$ cat src/rtl/spike_event_scheduler.sv
// Event scheduler for the time-multiplexed neuron datapath: queues external and
// recurrent spikes, and sequences accumulate sweeps per event and update sweeps per timestep.
module spike_event_scheduler #(
    parameter int unsigned NR_DEPTH         = 16,
    parameter int unsigned SR_DEPTH         = 16384,
    parameter int unsigned FIFO_DEPTH       = 16,
    parameter int unsigned REC_BASE         = SR_DEPTH - NR_DEPTH,
    parameter int unsigned MAX_NETWORK_TIME = 65536
) (
    input  logic                                clk,
    input  logic                                reset,
    input  logic                                start,
    input  logic                                step,
    input  logic                                input_occurred,
    input  logic [$clog2(SR_DEPTH)-1:0]         input_index,
    input  logic                                fire,
    output logic                                input_ack,
    output logic [$clog2(NR_DEPTH)-1:0]         c_neuron_index,
    output logic [$clog2(SR_DEPTH)-1:0]         c_synapse_index,
    output logic                                c_neuron_we,
    output logic                                c_accumulate,
    output logic                                output_occurred,
    output logic [$clog2(NR_DEPTH)-1:0]         output_index,
    output logic                                busy,
    output logic                                done,
    output logic                                overflow,
    output logic [$clog2(MAX_NETWORK_TIME)-1:0] time_count
);

    localparam int unsigned NW = $clog2(NR_DEPTH);
    localparam int unsigned SW = $clog2(SR_DEPTH);
    localparam int unsigned TW = $clog2(MAX_NETWORK_TIME);
    localparam int unsigned PW = (FIFO_DEPTH > 1) ? $clog2(FIFO_DEPTH) : 1;
    localparam int unsigned CW = $clog2(FIFO_DEPTH + 1);

    localparam logic [NW-1:0] LAST_NEURON = NW'(NR_DEPTH - 1);
    localparam logic [PW-1:0] LAST_SLOT   = PW'(FIFO_DEPTH - 1);
    localparam logic [CW-1:0] FULL_COUNT  = CW'(FIFO_DEPTH);
    localparam logic [TW:0]   TIME_LIMIT  = (TW + 1)'(MAX_NETWORK_TIME);
    localparam logic [SW-1:0] REC_ID_BASE = SW'(REC_BASE);

    typedef enum logic [2:0] {
        S_IDLE,
        S_RUN,
        S_ACCUM,
        S_UPDATE,
        S_DONE
    } state_t;

    state_t          state_q, state_d;
    logic [NW-1:0]   nidx_q, nidx_d;
    logic [SW-1:0]   src_q, src_d;
    logic [TW-1:0]   time_q, time_d;
    logic            ovf_q, ovf_d;
    logic            pend_q, pend_d;
    logic [PW-1:0]   wr_q, wr_d;
    logic [PW-1:0]   rd_q, rd_d;
    logic [CW-1:0]   cnt_q, cnt_d;
    logic            we_q, acc_q, busy_q, done_q;

    logic [SW-1:0]   mem_q [FIFO_DEPTH];

    logic            fifo_full, fifo_empty, last_neuron;
    logic            in_window, rec_fire;
    logic            push, pop, clear;
    logic [SW-1:0]   push_data;
    logic [TW:0]     time_inc;

    function automatic logic [PW-1:0] ptr_inc(input logic [PW-1:0] p);
        ptr_inc = (p == LAST_SLOT) ? '0 : p + 1'b1;
    endfunction

    assign fifo_full   = (cnt_q == FULL_COUNT);
    assign fifo_empty  = (cnt_q == '0);
    assign last_neuron = (nidx_q == LAST_NEURON);
    assign in_window   = (state_q == S_RUN) || (state_q == S_ACCUM);
    assign rec_fire    = fire && (state_q == S_UPDATE);
    assign time_inc    = {1'b0, time_q} + 1'b1;

    // External and recurrent pushes live in disjoint states, so one write port suffices.
    assign input_ack = input_occurred && in_window && !fifo_full;
    assign push      = input_ack || (rec_fire && !fifo_full);
    assign push_data = input_ack ? input_index : REC_ID_BASE + SW'(nidx_q);
    assign pop       = (state_q == S_RUN) && !fifo_empty;

    always_comb begin
        state_d = state_q;
        nidx_d  = nidx_q;
        src_d   = src_q;
        time_d  = time_q;
        ovf_d   = ovf_q || (rec_fire && fifo_full);
        pend_d  = pend_q;
        clear   = 1'b0;

        if (step && (in_window || state_q == S_UPDATE)) begin
            pend_d = 1'b1;
        end

        unique case (state_q)
            S_IDLE, S_DONE: begin
                if (start) begin
                    state_d = S_RUN;
                    time_d  = '0;
                    ovf_d   = 1'b0;
                    pend_d  = 1'b0;
                    clear   = 1'b1;
                end
            end
            S_RUN: begin
                if (!fifo_empty) begin
                    src_d   = mem_q[rd_q];
                    state_d = S_ACCUM;
                end else if (pend_q) begin
                    // Clearing on entry wins over a coincident step: both belong to this timestep.
                    pend_d  = 1'b0;
                    state_d = S_UPDATE;
                end
            end
            S_ACCUM: begin
                if (last_neuron) begin
                    nidx_d  = '0;
                    state_d = S_RUN;
                end else begin
                    nidx_d = nidx_q + 1'b1;
                end
            end
            S_UPDATE: begin
                if (last_neuron) begin
                    nidx_d  = '0;
                    time_d  = time_inc[TW-1:0];
                    state_d = (time_inc == TIME_LIMIT) ? S_DONE : S_RUN;
                end else begin
                    nidx_d = nidx_q + 1'b1;
                end
            end
            default: state_d = S_IDLE;
        endcase
    end

    always_comb begin
        wr_d  = wr_q;
        rd_d  = rd_q;
        cnt_d = cnt_q;
        if (clear) begin
            wr_d  = '0;
            rd_d  = '0;
            cnt_d = '0;
        end else begin
            if (push) begin
                wr_d = ptr_inc(wr_q);
            end
            if (pop) begin
                rd_d = ptr_inc(rd_q);
            end
            unique case ({push, pop})
                2'b10:   cnt_d = cnt_q + 1'b1;
                2'b01:   cnt_d = cnt_q - 1'b1;
                default: cnt_d = cnt_q;
            endcase
        end
    end

    always_ff @(posedge clk or negedge reset) begin
        if (!reset) begin
            state_q <= S_IDLE;
            nidx_q  <= '0;
            src_q   <= '0;
            time_q  <= '0;
            ovf_q   <= 1'b0;
            pend_q  <= 1'b0;
            wr_q    <= '0;
            rd_q    <= '0;
            cnt_q   <= '0;
            we_q    <= 1'b0;
            acc_q   <= 1'b0;
            busy_q  <= 1'b0;
            done_q  <= 1'b0;
        end else begin
            state_q <= state_d;
            nidx_q  <= nidx_d;
            src_q   <= src_d;
            time_q  <= time_d;
            ovf_q   <= ovf_d;
            pend_q  <= pend_d;
            wr_q    <= wr_d;
            rd_q    <= rd_d;
            cnt_q   <= cnt_d;
            we_q    <= (state_d == S_ACCUM) || (state_d == S_UPDATE);
            acc_q   <= (state_d == S_ACCUM);
            busy_q  <= (state_d != S_IDLE) && (state_d != S_DONE);
            done_q  <= (state_d == S_DONE);
        end
    end

    always_ff @(posedge clk) begin
        if (push) begin
            mem_q[wr_q] <= push_data;
        end
    end

    assign c_neuron_index  = nidx_q;
    assign c_synapse_index = acc_q ? src_q : '0;
    assign c_neuron_we     = we_q;
    assign c_accumulate    = acc_q;
    assign output_occurred = rec_fire;
    assign output_index    = nidx_q;
    assign busy            = busy_q;
    assign done            = done_q;
    assign overflow        = ovf_q;
    assign time_count      = time_q;

endmodule

$ cat config.mk
export PLATFORM = sky130hd
export DESIGN_NAME = spike_event_scheduler
export DESIGN_NICKNAME = d
export VERILOG_FILES = /design/src/rtl/spike_event_scheduler.sv
export SDC_FILE = /design/constraint.sdc
export NUM_CORES = 1
export LEC_CHECK = 0
export CAP_MARGIN = 20
export CORE_MARGIN = 2
export CORE_UTILIZATION = 28
export CTS_CLUSTER_DIAMETER = 40
export DETAILED_ROUTE_END_ITERATION = 7
export PLACE_DENSITY = 0.44
export SETUP_SLACK_MARGIN = 0.2
export SKIP_LAST_GASP = 1
export SYNTH_ARGS = -nofsm -noshare
export SYNTH_HDL_FRONTEND = slang
export SYNTH_SLANG_ARGS = --single-unit
$ cat constraint.sdc
create_clock -name clk -period 5.5 [get_ports clk]
set_clock_uncertainty 0.2 [all_clocks]
set_input_delay 0.55 -clock clk [delete_from_list [all_inputs] [get_ports clk]]
set_output_delay 0.55 -clock clk [all_outputs]
set_load 0.01 [all_outputs]
# ---- After elaboration in Yosys (flattened, before gate mapping)
# Memories as Yosys holds them, arrays and structs flattened. A register that Yosys moved wholly into a read port is not among the register bits.
# Index checks and enable logic that the tools add are counted.
dict set report word_totals {
  mem_count 1
  in_bits 20
  regBits 42
  ramBits 224
}
dict set report classes {
  n_bitwise 1
  eq_ne 17
  n_mux 32
  addsub 7
  reduce_logical 27
}
# memory words width rd rd_ports_with_merged_regs wr line
set memory_table {}
lappend memory_table {mem_q 16 14 1 1 1 61} ;# logic [SW-1:0] mem_q [FIFO_DEPTH];
# op count
set op_table {}
lappend op_table {{two-way mux 16 bit} 2}
lappend op_table {{one-hot mux 16 bit (2 select lines)} 1}
lappend op_table {{two-way mux 14 bit} 2}
lappend op_table {{two-way mux 4 bit} 7}
lappend op_table {{two-way mux 3 bit} 6}
lappend op_table {{adder 16 x 1 -> 17 bit, second input constant} 1}
lappend op_table {{equality test 17 bit, second input constant} 1}
lappend op_table {{adder 4 x 1 -> 4 bit, second input constant} 3}
lappend op_table {{equality test 3 x 2 -> 1 bit, second input constant} 4}
lappend op_table {{equality test 4 bit, second input constant} 3}
lappend op_table {{one-hot mux 3 bit (4 select lines)} 1}
lappend op_table {{two-way mux 1 bit} 10}
lappend op_table {{one-hot mux 5 bit (2 select lines)} 1}
lappend op_table {{logical AND 1 bit} 8}
lappend op_table {{adder 5 x 5 -> 6 bit, first input constant} 1}
lappend op_table {{equality test 3 bit, second input constant} 2}
lappend op_table {{nonzero test 2 bit} 3}
lappend op_table {{nonzero test 3 bit} 2}
lappend op_table {{adder 5 x 1 -> 5 bit, second input constant} 1}
lappend op_table {{equality test 5 bit, second input constant} 1}
lappend op_table {{logical NOT 5 bit} 1}
lappend op_table {{logical OR 1 bit} 5}
lappend op_table {{two-way mux 5 bit} 1}
lappend op_table {{subtractor 5 x 1 -> 5 bit, second input constant} 1}
lappend op_table {{other kinds (12)} 16}

# ---- Logic depth before layout (Yosys ltp)
dict set report depth {
  ltp_word 8
  depth_mapped 13
}

# ---- Worst setup path after synthesis
# Ideal clock, no wire load.
dict set report synth_path {
  path_type {reg2reg}
  start {register cnt_q[1]}
  end {register cnt_q[4]}
  setup_slack_ns 2.481
  n_path_buf 2
  arrival_time_ns 2.693
  t_required_ns 5.174
  stages_incl_launch_ff 13
  cell_sequence {dfrtp_1 -> or4_4 -> o21a_1 -> buf_6 -> buf_2 -> nand2_1 -> inv_1 -> ha_1 -> nor2b_1 -> o21ai_0 -> nand2b_1 -> and3_1 -> o32a_1}
}
dict set report synth_via {
  elab_chain_len 7
  elab_cells_between_ends 15
  classes_between {add/sub: 2; eq/ne: 3; mux: 2; reduce/logical: 8}
}
# item line
set synth_lines {}
lappend synth_lines {{start: declaration} 58} ;# logic [CW-1:0] cnt_q, cnt_d;
lappend synth_lines {{start signal: assignment} 187} ;# cnt_q <= cnt_d;
lappend synth_lines {{equality test 5 bit} 73} ;# assign fifo_full = (cnt_q == FULL_COUNT);
lappend synth_lines {{logical NOT 1 bit} {81, 82}}
lappend synth_lines {{logical AND 1 bit, on equally long branches} {81, 82}}
lappend synth_lines {{logical OR 1 bit} 82} ;# assign push = input_ack || (rec_fire && !fifo_full);
lappend synth_lines {{equality test 2 x 1 -> 1 bit or equality test 2 bit (tied branches)} 155} ;# unique case ({push, pop})
lappend synth_lines {{one-hot mux 5 bit (2 select lines)} 155}
lappend synth_lines {{two-way mux 5 bit} 144} ;# if (clear) begin
# Several ways; a longest one is shown, not always the timed one.
# A chain may end at the register's enable or synchronous reset.

# ---- Worst setup path after layout
dict set report layout_path {
  start {register cnt_q[1]}
  end {output input_ack}
}
dict set report layout_via {
  elab_chain_len 3
}
# item line
set layout_lines {}
lappend layout_lines {{equality test 5 bit} 73}
lappend layout_lines {{logical NOT 1 bit} 81} ;# assign input_ack = input_occurred && in_window && !fifo_full;
lappend layout_lines {{logical AND 1 bit} 81}
lappend layout_lines {{end: declaration} 17} ;# output logic input_ack,
# No other way between the ends.

==> run metrics <==
total gr overflow=0; Mapped Area=11710 um^2; # clock sinks=280; Antenna Cells=0; antenna violations before repair=0; Final #Nets=839; share of layout cells above drive strength 1=23.02%; post-synthesis async set-or-reset flop share=20.00%; Tcrit/Tclk final=63.99%; Critical Path Source Type=flop; DR iter-0 viols=351; Worst IR Drop VDD=0.0002813 V; CTS Root Cell=clkbuf_16; Die Wd=208.5 um; sequential element share of the synthesized area=69.42%; vias in the first global route=6723; Synth cell types=56; Main synth FF type=edfxtp_1; H-Tree Depth=2; Worst Setup End Kind=output pin; Core Region=41020 um^2; Worst EP arrival=2.77 ns; power per cell area=543.0 nW/um^2; wire per inst=19.91 um; # DRC=0; clock transition at the registers of the reported paths=0.05 ns; GP Congestion=0.7381; final hold violations=0; WL final=27460 um; MaxCap Viol Count=0; Seq cells post-synth=280; YS warnings=0; std cell rows=74; commonest non-fill, non-tap cell in the layout=edfxtp_1; Worst-Skew Late Latency=0.58 ns; Placed Cells=1287; post-route ant nets=0; total number of vias=6404; endpoints failing setup=0; Gate Count Post-Synth=709; syn nets=741; Crit Path Category=flop to output pin; Worst Path Max Fanout=12; minimum clock period=3.519 ns; Place WS=2.067 ns; full die area=43460 um^2; Pleak=4.960 nW; EDFF count, synth=224; CTS tree=built; PostCTS Resize Cnt=0; largest net degree at the start of global routing=57; Hold WS=0.3075 ns; final setup margin=1.981 ns; Tot Pwr=7.972 mW; Final HPWL DP=16660 um; placement-stage cell area=12980 um^2; HP Class=flop to flop; Detailed Routing Iterations Pass 1=4; Synth-to-Final Area Change=25.41%; deepest clock path buffer count=3; RSZ-0062 raised after global routing=false; first-pass GRT wire length=42020 um; Non-Filler Instances=1379; Initial Util=28.54%; vias per std cell=4.644; fmax=284.1 MHz; fin util=35.80%; Slew Limit Headroom=29.07%; Chip Height=208.5 um; worst slew pin tran=1.064 ns; setup TNS=0 ns; critical path data required time=4.75 ns; Total GRT Usage=12.95%; I/O Buffers=64; fin area=14680 um^2; syn_area_per_cell=16.51 um^2; most frequent cells in the layout=224 x edfxtp_1, 63 x clkdlybuf4s50_1, 56 x mux4_2; io pins=65; fin. max-slew vios=0; CTS Buf Count=49; status=finished clean
layout make-up:
class                      count  area [um^2]
clock buffer                  51         1234
clock inverter                40        459.2
fill                        3840        26330
inverter                      10        37.54
multi-input combinational    376         3321
sequential                   280         8133
tap                          532        665.6
timing repair buffer          90        833.3
timing repair:
item,4_1_cts,5_1_grt
buffers inserted,0,0
hold endpoints to repair,42,0
hold buffers,1,0
worst max-delay path, cell delays in order (launching register included):
cell and delay, ns:
dfrtp_1 0.42, nor4_1 0.48, a21oi_1 0.23, and3_1 0.32
buf_4 0.24, clkdlybuf4s50_1 0.49
synthesized netlist by cell type (2+ instances only):
master,instances,area share [%]
xnor2_1,4,0.30
a221oi_1,6,0.45
a31oi_1,2,0.11
a21oi_1,29,1.2
mux4_2,56,11
inv_1,10,0.32
and3_1,4,0.21
mux2_2,3,0.29
clkbuf_1,12,0.38
a221oi_2,8,1.0
dfrtp_1,56,12
a21o_1,2,0.13
o21ai_0,23,0.98
a22o_1,2,0.15
nor3_1,8,0.34
buf_4,5,0.32
o31ai_1,4,0.26
edfxtp_1,224,57
nand2_1,51,1.6
nor2_1,52,1.7
nor2b_1,3,0.16
nand4_1,3,0.16
clkbuf_2,2,0.086
o22ai_1,3,0.16
buf_1,2,0.064
and2_1,19,1.0
nand3b_1,3,0.19
nand2b_1,15,0.80
buf_6,5,0.48
and4_1,2,0.15
nand3_1,14,0.60
ha_1,11,1.2
mux2i_1,20,1.7
buf_2,17,0.73
o41ai_1,3,0.22
xor2_1,6,0.45
cells by family after synthesis:
family / after synthesis / synth area share [%]
AO/OA/AOI/OAI: 89 / 5.269
XOR/XNOR: 11 / 0.9832
adder cells (fa/ha/maj): 12 / 1.347
buffers and inverters: 53 / 2.383
flip-flops: 280 / 69.42
multiplexers: 79 / 12.77
AND/OR/NAND/NOR: 185 / 7.823
power breakdown:
group | switching [mW] | internal, mW
logic | 0.989 | 0.860
registers | 0.304 | 2.76
clock network | 1.15 | 1.92
total | 2.44 | 5.53
per-layer routing:
metal | vias to the layer above | wire, um | GRT usage (%)
met1 | 3278 | 12700 | 17.50
li1 | 2957 | - | -
met2 | 115 | 13000 | 20.71
met4 | 0 | 733 | 5.110
met3 | 54 | 1028 | 2.325
met5 | - | 0 | 0
final timing paths:
check                                 end      from  slack (ns)  cells after the start
setup / recovery                input_ack  cnt_q[1]        1.98                      5
hold / removal                   overflow  overflow        0.31                      2
setup reg to reg                 cnt_q[4]  cnt_q[1]        2.31                     11
hold reg to reg                  overflow  overflow        0.31                      2
max in group asynchronous         rd_q[0]     reset        3.99                      3
min in group asynchronous  time_count[15]     reset        0.50                      3
sequential cells by signal (all words and copies together) (netlist names):
signal and flops:
busy 1, c_accumulate 1, c_neuron_index 4, c_neuron_we 1, cnt_q 5, done 1
mem_q 224, overflow 1, pend_q 1, rd_q 4, src_q 14, state_q 3
time_count 16, wr_q 4
Power figures use the tool's default switching activity.
